$ cat src/rtl/seg7_pkg.sv
// seg7_pkg: mode encodings and active-low glyph table for the seven-segment scanner
package seg7_pkg;
  typedef enum logic [1:0] {
    MODE_HEX     = 2'b00,
    MODE_HEX_LZB = 2'b01,
    MODE_OFF     = 2'b10,
    MODE_LAMP    = 2'b11
  } mode_t;
  localparam logic [6:0] SEG_BLANK = 7'h7F;
  localparam logic [6:0] GLYPHS [16] = '{
    7'h40, 7'h79, 7'h24, 7'h30, 7'h19, 7'h12, 7'h02, 7'h78,
    7'h00, 7'h10, 7'h08, 7'h03, 7'h46, 7'h21, 7'h06, 7'h0E
  };
endpackage

$ cat src/rtl/seg7_hex_decode.sv
// seg7_hex_decode: nibble to active-low glyph, bit0=CA .. bit6=CG
module seg7_hex_decode
  import seg7_pkg::*;
(
  input  logic [3:0] nibble,
  output logic [6:0] glyph
);
  assign glyph = GLYPHS[nibble];
endmodule

$ cat src/rtl/seg7_scan_ctrl.sv
// seg7_scan_ctrl: multiplexed common-anode display scanner with LZ blanking, blink, off and lamp test
module seg7_scan_ctrl
  import seg7_pkg::*;
#(
  parameter int DIGITS       = 8,
  parameter int REFRESH_DIV  = 100000,
  parameter int BLINK_FRAMES = 128
) (
  input  logic                  clk_i,
  input  logic                  rst_i,
  input  logic [4*DIGITS-1:0]   data_i,
  input  logic                  load_i,
  input  logic [DIGITS-1:0]     dp_i,
  input  logic [DIGITS-1:0]     blink_i,
  input  logic [1:0]            mode_i,
  input  logic [15:0]           sw_i,
  output logic [6:0]            seg_o,
  output logic                  dp_o,
  output logic [DIGITS-1:0]     an_o,
  output logic [15:0]           LED
);
  localparam int CW = $clog2(REFRESH_DIV);
  localparam int IW = DIGITS > 1 ? $clog2(DIGITS) : 1;
  localparam int FW = BLINK_FRAMES > 1 ? $clog2(BLINK_FRAMES) : 1;
  logic [CW-1:0]            pre;
  logic [IW-1:0]            idx, nidx;
  logic [FW-1:0]            frm, nfrm;
  logic                     phase, nphase, tick, wrap, blank, any_nz;
  logic [DIGITS-1:0][3:0]   data_q;
  logic [DIGITS-1:0]        dp_q, blink_q;
  logic [6:0]               glyph;
  mode_t                    mode;
  assign mode   = mode_t'(mode_i);
  assign tick   = pre == CW'(REFRESH_DIV - 1);
  assign wrap   = idx == IW'(DIGITS - 1);
  assign nidx   = wrap ? '0 : idx + 1'b1;
  assign nfrm   = frm == FW'(BLINK_FRAMES - 1) ? '0 : frm + 1'b1;
  assign nphase = (tick && wrap && frm == FW'(BLINK_FRAMES - 1)) ? ~phase : phase;
  seg7_hex_decode u_dec (.nibble(data_q[nidx]), .glyph(glyph));
  // LZ blanking: digit is dark when it and every more-significant nibble are zero
  always_comb begin
    any_nz = 1'b0;
    for (int j = 0; j < DIGITS; j++)
      if (j >= int'(nidx) && data_q[j] != 4'h0) any_nz = 1'b1;
  end
  assign blank = mode == MODE_OFF || (blink_q[nidx] && nphase) ||
                 (mode == MODE_HEX_LZB && nidx != '0 && !any_nz);
  always_ff @(posedge clk_i) begin
    if (rst_i) begin
      pre     <= '0;
      idx     <= '0;
      frm     <= '0;
      phase   <= 1'b0;
      data_q  <= '0;
      dp_q    <= '0;
      blink_q <= '0;
      an_o    <= '1;
      seg_o   <= SEG_BLANK;
      dp_o    <= 1'b1;
      LED     <= '0;
    end else begin
      LED <= sw_i;
      if (load_i) begin
        data_q  <= data_i;
        dp_q    <= dp_i;
        blink_q <= blink_i;
      end
      pre <= tick ? '0 : pre + 1'b1;
      if (tick) begin
        idx   <= nidx;
        phase <= nphase;
        if (wrap) frm <= nfrm;
        an_o  <= blank ? '1 : ~(DIGITS'(1) << nidx);
        seg_o <= blank ? SEG_BLANK : (mode == MODE_LAMP ? 7'h00 : glyph);
        dp_o  <= blank | (mode != MODE_LAMP & ~dp_q[nidx]);
      end
    end
  end
endmodule

$ cat config.mk
export PLATFORM = sky130hd
export DESIGN_NAME = seg7_scan_ctrl
export DESIGN_NICKNAME = d
export VERILOG_FILES = /design/src/rtl/seg7_pkg.sv /design/src/rtl/seg7_hex_decode.sv /design/src/rtl/seg7_scan_ctrl.sv
export SDC_FILE = /design/constraint.sdc
export NUM_CORES = 1
export LEC_CHECK = 0
export CAP_MARGIN = 20
export CORE_MARGIN = 2
export CORE_UTILIZATION = 55
export CTS_CLUSTER_DIAMETER = 50
export DETAILED_ROUTE_END_ITERATION = 10
export PLACE_DENSITY_LB_ADDON = 0.08
export SETUP_SLACK_MARGIN = 0.2
export SKIP_CTS_REPAIR_TIMING = 1
export SYNTH_ARGS = -nofsm -noshare
export SYNTH_HDL_FRONTEND = slang
export SYNTH_SLANG_ARGS = --single-unit
export TNS_END_PERCENT = 30
$ cat constraint.sdc
create_clock -name clk_i -period 9.3 [get_ports clk_i]
set_input_delay 2.79 -clock clk_i [delete_from_list [all_inputs] [get_ports clk_i]]
set_output_delay 2.79 -clock clk_i [all_outputs]
set_load 0.05 [all_outputs]
After elaboration in Yosys (flattened, before gate mapping)
Memories as Yosys holds them, arrays and structs flattened.
Index checks and enable logic that the tools add are counted.
{"block": "totals", "mem_count": 1, "wordCells": 93, "out_inout_bits": 32, "romBits": 112, "regBits": 108}
{"block": "op_classes", "eq_ne": 7, "reduce_logical": 26, "bitwise_logic": 6, "add_sub_neg": 3, "n_shift": 1, "muxes": 22, "n_lt_le_gt_ge": 9}
{"memory": "(name not given)", "words": 16, "width": 7, "read_ports": 1, "rd_ports_with_merged_regs": 0, "write_ports": 0, "line": "seg7_hex_decode.sv:8", "source": "assign glyph = GLYPHS[nibble];"}
{"cell": "7-bit two-way mux", "n": 5}
{"cell": "4-bit nonzero test", "n": 8}
{"cell": "17-bit by 1-bit adder with 17-bit output (second input constant)", "n": 1}
{"cell": "17-bit equality test (second input constant)", "n": 1}
{"cell": "4-bit binary-select mux with 3-bit select", "n": 1}
{"cell": "1-bit logical AND", "n": 12}
{"cell": "1-bit two-way mux", "n": 11}
{"cell": "3-bit >= comparator (first input constant)", "n": 3}
{"cell": "8-bit two-way mux", "n": 1}
{"cell": "8-bit NOT", "n": 1}
{"cell": "1-bit by 3-bit left shift with 8-bit output (first input constant)", "n": 1}
{"cell": "7-bit by 1-bit adder with 7-bit output (second input constant)", "n": 1}
{"cell": "7-bit equality test (second input constant)", "n": 1}
{"cell": "1-bit binary-select mux with 3-bit select", "n": 2}
{"cell": "1-bit by 3-bit >= comparator with 1-bit output (first input constant)", "n": 2}
{"cell": "2-bit by 3-bit >= comparator with 1-bit output (first input constant)", "n": 2}
{"cell": "5-bit >= comparator (second input constant)", "n": 1}
{"cell": "4-bit NOT with 5-bit output", "n": 1}
{"cell": "2-bit equality test (second input constant)", "n": 2}
{"cell": "3-bit by 4-bit less-than comparator with 1-bit output (second input constant)", "n": 1}
{"cell": "4-bit two-way mux", "n": 1}
{"cell": "3-bit by 1-bit adder with 3-bit output (second input constant)", "n": 1}
{"cell": "3-bit equality test (second input constant)", "n": 1}
{"cell": "3-bit two-way mux", "n": 1}
{"cell": "10 further kinds", "n": 12}

Logic depth before layout (Yosys ltp)
Gate-level depths: netlist (run 1).
{"block": "depth", "ltp_word": 16, "mapped_depth": 12, "ltp_nobuf": 11}

Cells and area by module
A second synthesis (run 1) with hierarchy kept.
{"block": "unflattened", "cells_unflattened": 526, "hier_area_um2": 4783.3}
{"mod": "seg7_scan_ctrl", "cells_per_inst": 491, "seq_area_each_um2": 2162.1, "area_per_inst_um2": 4535.6, "instances": 1}
{"mod": "seg7_hex_decode", "cells_per_inst": 35, "seq_area_each_um2": 0.0, "area_per_inst_um2": 247.7, "instances": 1}

Worst setup path after synthesis (run 1)
Ideal clock, no wire load.
{"block": "synth_timing", "kind": "input -> register", "from": "input port load_i", "to": "register data_q[12] (netlist name)", "arrival_ns": 4.079, "setup_ns": 0.128, "path_slack_ns": 5.093, "n_path_buf": 3, "stages": 5, "required_time_ns": 9.172, "path_cell_list": "clkbuf_1 > buf_1 > buf_1 > mux2i_1 > nor2_1"}
{"element": "start: declaration", "line": "seg7_scan_ctrl.sv:12", "source": "input logic load_i,"}
{"element": "end signal: assignment", "line": "seg7_scan_ctrl.sv:64", "source": "data_q <= data_i;"}
{"element": "end: declaration", "line": "seg7_scan_ctrl.sv:29", "source": "logic [DIGITS-1:0][3:0] data_q;"}

Final worst setup path (run 1)
{"block": "layout_timing", "from": "register dp_o", "to": "output port dp_o"}
{"element": "start: declaration", "line": "seg7_scan_ctrl.sv:18", "source": "output logic dp_o,"}
{"element": "start signal: assignment", "line": "seg7_scan_ctrl.sv:75", "source": "dp_o <= blank | (mode != MODE_LAMP & ~dp_q[nidx]);"}
No word-level cell between the ends.

==> results of run 1 <==
==> cell families after synthesis <==
family | Yosys count
fa+ha+maj | 14
buf+inv | 35
compound gates | 43
flops | 108
mux | 72
xor+xnor | 19
simple gates | 182
==> path summary, 6_finish.rpt <==
check,startpoint,endpoint,slack [ns],cells after the start
min reg2reg,pre[0],pre[0],0.47,1
min,pre[0],pre[0],0.47,1
max,dp_o,dp_o,4.94,1
max reg2reg,idx[0],seg_o[4],5.61,11
==> layer usage <==
| layer | share of wire, % | wire, um | global-route usage, % | up-vias |
|---|---|---|---|---|
| met5 | 0 | 0 | 0 | - |
| met4 | 1.1 | 107 | 6.39 | 0 |
| met3 | 4.6 | 468 | 4.70 | 10 |
| met2 | 48 | 4840 | 37.2 | 92 |
| met1 | 47 | 4750 | 29.6 | 1755 |
| li1 | - | - | - | 1829 |
==> cell type report <==
cell class / count / area share (%)
timing repair buffer: 104 / 17.1
clock buffer: 11 / 2.37
sequential: 108 / 36.2
tap: 105 / 2.20
inverter: 10 / 0.629
clock inverter: 5 / 1.15
multi-input combinational: 330 / 40.3
==> report_power, final <==
group / total [uW] / switching (uW) / internal [uW]
Sequential: 491 / 11.1 / 479
Clock: 300 / 163 / 136
Combinational: 112 / 53.0 / 59.2
==> registers in the layout (all words and copies together) (netlist names), 7 cells and up <==
signal / count
data_q: 32
pre: 17
LED: 16
an_o: 8
blink_q: 8
dp_q: 8
frm: 7
seg_o: 7
==> through the flow <==
step / total power [uW] / cells
4_1_cts: 907 / 673
5_1_grt: 937 / 673
2_1_floorplan: 564 / 473
3_5_place_dp: 613 / 657
6_report: 902 / 673
3_3_place_gp: 609 / 656
==> worst register-to-register path: stages (launching register included) <==
cell and delay [ns]:
dfxtp_1 0.39, ha_1 0.24, ha_1 0.23, nor2_1 0.31
buf_4 0.30, mux4_2 0.55, mux2i_1 0.43, inv_1 0.17
ha_1 0.26, nor4b_1 0.46, a31oi_1 0.12, a21oi_1 0.17
==> cell usage after synthesis (5+ instances only) <==
master,count,area (um2)
a21oi_1,14,70.1
a31oi_1,9,56.3
buf_1,5,18.8
clkbuf_1,14,52.6
dfxtp_1,108,2160
ha_1,14,175
inv_1,9,33.8
mux2i_1,56,561
mux4_2,9,203
nand2_1,21,78.8
nand3_1,9,45.0
nand4_1,9,56.3
nor2_1,94,353
nor2b_1,17,106
nor4_1,7,43.8
o21ai_0,8,40.0
xor2_1,15,131
==> metrics.yaml, run 1 <==
core_area_um2: 8260
cts_buffer_depth: 2
worst_pin_slew_ns: 0.779
slowest_stage: "clkdlybuf4s50_1"
p_per_area_nw_per_um2: 151
multi_input_area_um2: 2400
cts_made_buffers: 9
critPathRequiredTime_ns: 6.51
nFillCells: 648
setup_viol: 0
async_flop_share_pct: 0
clkTransAtPathRegs_ns: 0.11
final_cell_mix: "dfxtp_1 (108), clkdlybuf4s50_1 (98), nor2_1 (94)"
clockRootBuffer: "clkbuf_8"
critPathArrivalTime_ns: 1.57
fp.dieW_um: 96.6
synth_xor_xnor_area_share_pct: 3.53
hold_viol_final: 0
skew_ns: 0.0124
dpl.hpwl_um: 7290
start_util_pct: 57.1
synthesis.area_um2: 4720
antennaDiodeCount: 0
min_path_type: "flip-flop to flip-flop"
via_per_inst: 5.48
die_area_um2: 9340
synth_cell_types: 48
syn-num-nets: 556
gr-usage-all-layers_pct: 22.4
status: "complete, no violations"
htree_levels: 3
synth_seq_cells: 108
regArea_um2: 2160
drt_wl_total_um: 10200
p_leak_uw: 0.00243
whs_ns: 0.471
nets: 646
final-max-slew-violation-count: 0
synth_edf_count: 0
num_io_pins: 101
cp_top_family: "buffers and inverters"
max_stage_delay_ns: 0.82
startpoint_type: "flip-flop"
max_clock_freq_mhz: 230
postRouteAntennaNets: 0
netlist_instances: 473
grt_pass1_vias: 3729
mostFrequentLayoutCell: "dfxtp_1"
timing.final.ws_setup_ns: 4.94
synth_top_family_by_area: "simple AND/OR/NAND/NOR gates"
synth-compound-area-share_pct: 5.81
period_needed_ns: 4.36
row_count: 33
antenna_found_initial: 0
setup-tns-final_ns: 0
io_buffers: 100
fin_crit_sh_pct: 46.8
synth_seq_area_share_pct: 45.8
design_area_um2: 5960
worst_setup_path_end_kind: "output pin"
critPathMaxFanout: 2
grt_overflow: 0
ys_warn_count: 0
crit_type: "flip-flop to output pin"
drc_errors: 0
grt_max_degree: 74
rsz0062_at_grt: "no"
grt_pass1_wl_um: 17500
synth_flop_cell: "dfxtp_1"
pre_cts_ws_ns: 4.82
synth-simple-area-share_pct: 19.1
num_vias: 3686
cts_tree: "done"
gp_congestion: 0.864
insertion_delay_ns: 0.37
clock-sinks: 108
syn_to_final_growth_pct: 26.4
synthAdderAreaFrac_pct: 3.71
drt-initial-drc-count: 112
avgSynthCellArea_um2: 9.98
muxShareOfSynthArea_pct: 18.8
firstDrtPassIters: 5
ir_drop_mv: 0.0875
slew_headroom_pct: 46.6
fin_util_pct: 72.2
crit_buf_inv: 1
crit_chain: "clkdlybuf4s50_1"
placed_area_um2: 5750
maxCapViolCount: 0
drive_above_1_share_pct: 8.10
routedWlPerCell_um: 15.1
die-height_um: 96.6
(Power assumes the default switching activity.)
==> inputs of run 2 (changes only) <==
CORE_UTILIZATION = 46   (was 55)
clock period = 3.9 ns   (was 9.3 ns; I/O delays follow)
==> metrics.yaml, run 2 (same netlist as run 1, synthesis figures left out) <==
status: "complete, no violations"
die_area_um2: 11100
fp.dieW_um: 105
start_util_pct: 47.8
cts_tree: "done"
crit_buf_inv: 2
dp_cells: 687
cp_num_cells: 11
fin_crit_sh_pct: 80.2
clock-sinks: 108
r2r_slack_ns: 0.77
cp_top_family: "multiplexers"
p_per_area_nw_per_um2: 354
layoutNonFillerInstCount: 703
final-max-slew-violation-count: 0
startpoint_type: "flip-flop"
htree_levels: 3
drive_above_1_share_pct: 8.42
min_path_cells: 1
startpoint: "idx[0]"
reg.largest.list: "data_q x32, pre x17, LED x16"
p_sw_uw: 527
top_register: "data_q"
ir_drop_mv: 0.172
critPathMaxFanout: 13
hold_viol_final: 0
critPathRequiredTime_ns: 4.11
routedWlPerCell_um: 14.5
insertion_delay_ns: 0.36
cts_buffer_depth: 2
grt_max_degree: 72
antenna_found_initial: 0
dpl.hpwl_um: 7520
gp_congestion: 0.838
fin_util_pct: 60.9
firstDrtPassIters: 4
cpMostUsedCell: "ha_1"
setup_viol: 0
power_frac_seq_pct: 55.1
min_path_type: "flip-flop to flip-flop"
nFillCells: 843
drt_wl_total_um: 10200
antennaDiodeCount: 0
worst_setup_path_end_kind: "flip-flop"
num_io_pins: 101
p_total_uw: 2130
p_leak_uw: 0.00244
syn_to_final_growth_pct: 27.3
clkTransAtPathRegs_ns: 0.10
grt_pass1_vias: 3626
via_per_inst: 5.20
worst_pin_slew_ns: 0.707
pwr-share-comb_pct: 12.4
core_area_um2: 9860
max_stage_delay_ns: 0.52
postRouteAntennaNets: 0
power.internal_uw: 1600
largest_reg_flops: 32
slew_headroom_pct: 52.9
io_buffers: 100
clockRootBuffer: "clkbuf_8"
drt-initial-drc-count: 188
grt_overflow: 0
final_cell_mix: "dfxtp_1 (108), clkdlybuf4s50_1 (98), nor2_1 (94)"
sw_frac_of_total_pct: 24.7
mostFrequentLayoutCell: "dfxtp_1"
nets: 648
slowest_stage: "mux4_2"
rsz0062_at_grt: "no"
drc_errors: 0
skew_ns: 0.0112
maxCapViolCount: 0
crit_type: "flip-flop to flip-flop"
die-height_um: 105
endpoint: "seg_o[5]"
period_needed_ns: 3.13
crit_chain: "ha_1 > ha_1 > nor2_1 > buf_4 > mux4_2 > mux2i_1 > inv_1 > ha_1 > mux2_2 > nand2_1 > a31oi_1"
row_count: 36
grt_pass1_wl_um: 17400
gr-usage-all-layers_pct: 19.0
r2r-start: "idx[0]"
clockPowerShare_pct: 32.5
num_vias: 3654
cts_made_buffers: 9
critPathArrivalTime_ns: 3.34
whs_ns: 0.470
setup-tns-final_ns: 0
r2r-end: "seg_o[5]"
worstRegToRegCells: 11
max_clock_freq_mhz: 320
## run 2: area by class of cell
class                   count  area, um2  share of cell area [%]
inverters                  10       37.5                   0.625
multi-input cells         330       2400                    40.0
flip-flops and latches    108       2160                    36.0
repair buffers            106       1040                    17.2
clock inverters             5       60.1                    1.00
well taps                 133        166                    2.77
clock buffers              11        141                    2.35
## run 2: worst reg2reg max path, delay by kind of cell (launching register included)
| family | cells | cell delay [ns] |
|---|---|---|
| compound gates | 1 | 0.08 |
| buf+inv | 2 | 0.40 |
| mux | 3 | 1.20 |
| simple gates | 2 | 0.16 |
| flops | 1 | 0.38 |
| fa+ha+maj | 3 | 0.75 |
## run 2: through the flow
| step | setup WS [ns] | instance area (um2) |
|---|---|---|
| after floorplan | 0.935 | 4720 |
| after global routing | 0.402 | 6010 |
| final | 0.773 | 6010 |
| after global placement | 0.902 | 5800 |
| after detailed placement | 0.789 | 5800 |
| after CTS | 0.771 | 6010 |
## run 2: power by group through the flow
stage,combinational (uW),clock (uW),sequential (uW)
2_1_floorplan,127,0,1220
3_3_place_gp,260,0,1200
3_5_place_dp,265,0,1200
4_1_cts,266,713,1170
5_1_grt,287,753,1180
6_report,264,692,1170
## run 2: worst min-delay path by stage
| stage | slack, ns | endpoint | start |
|---|---|---|---|
| 2_1_floorplan | 0.43 | idx[2] | idx[2] |
| 3_3_place_gp | 0.44 | pre[0] | pre[0] |
| 3_5_place_dp | 0.45 | pre[0] | pre[0] |
| 4_1_cts | 0.47 | pre[0] | pre[0] |
| 5_1_grt | 0.51 | pre[0] | pre[0] |
| 6_report | 0.47 | pre[0] | pre[0] |
## run 2: per-layer routing
metal	global-route usage, %	up-vias	part of all wire, %
met5	0	-	0
met3	3.83	11	5.7
met4	6.19	0	1.2
met2	30.3	102	45
met1	25.9	1709	49
li1	-	1832	-
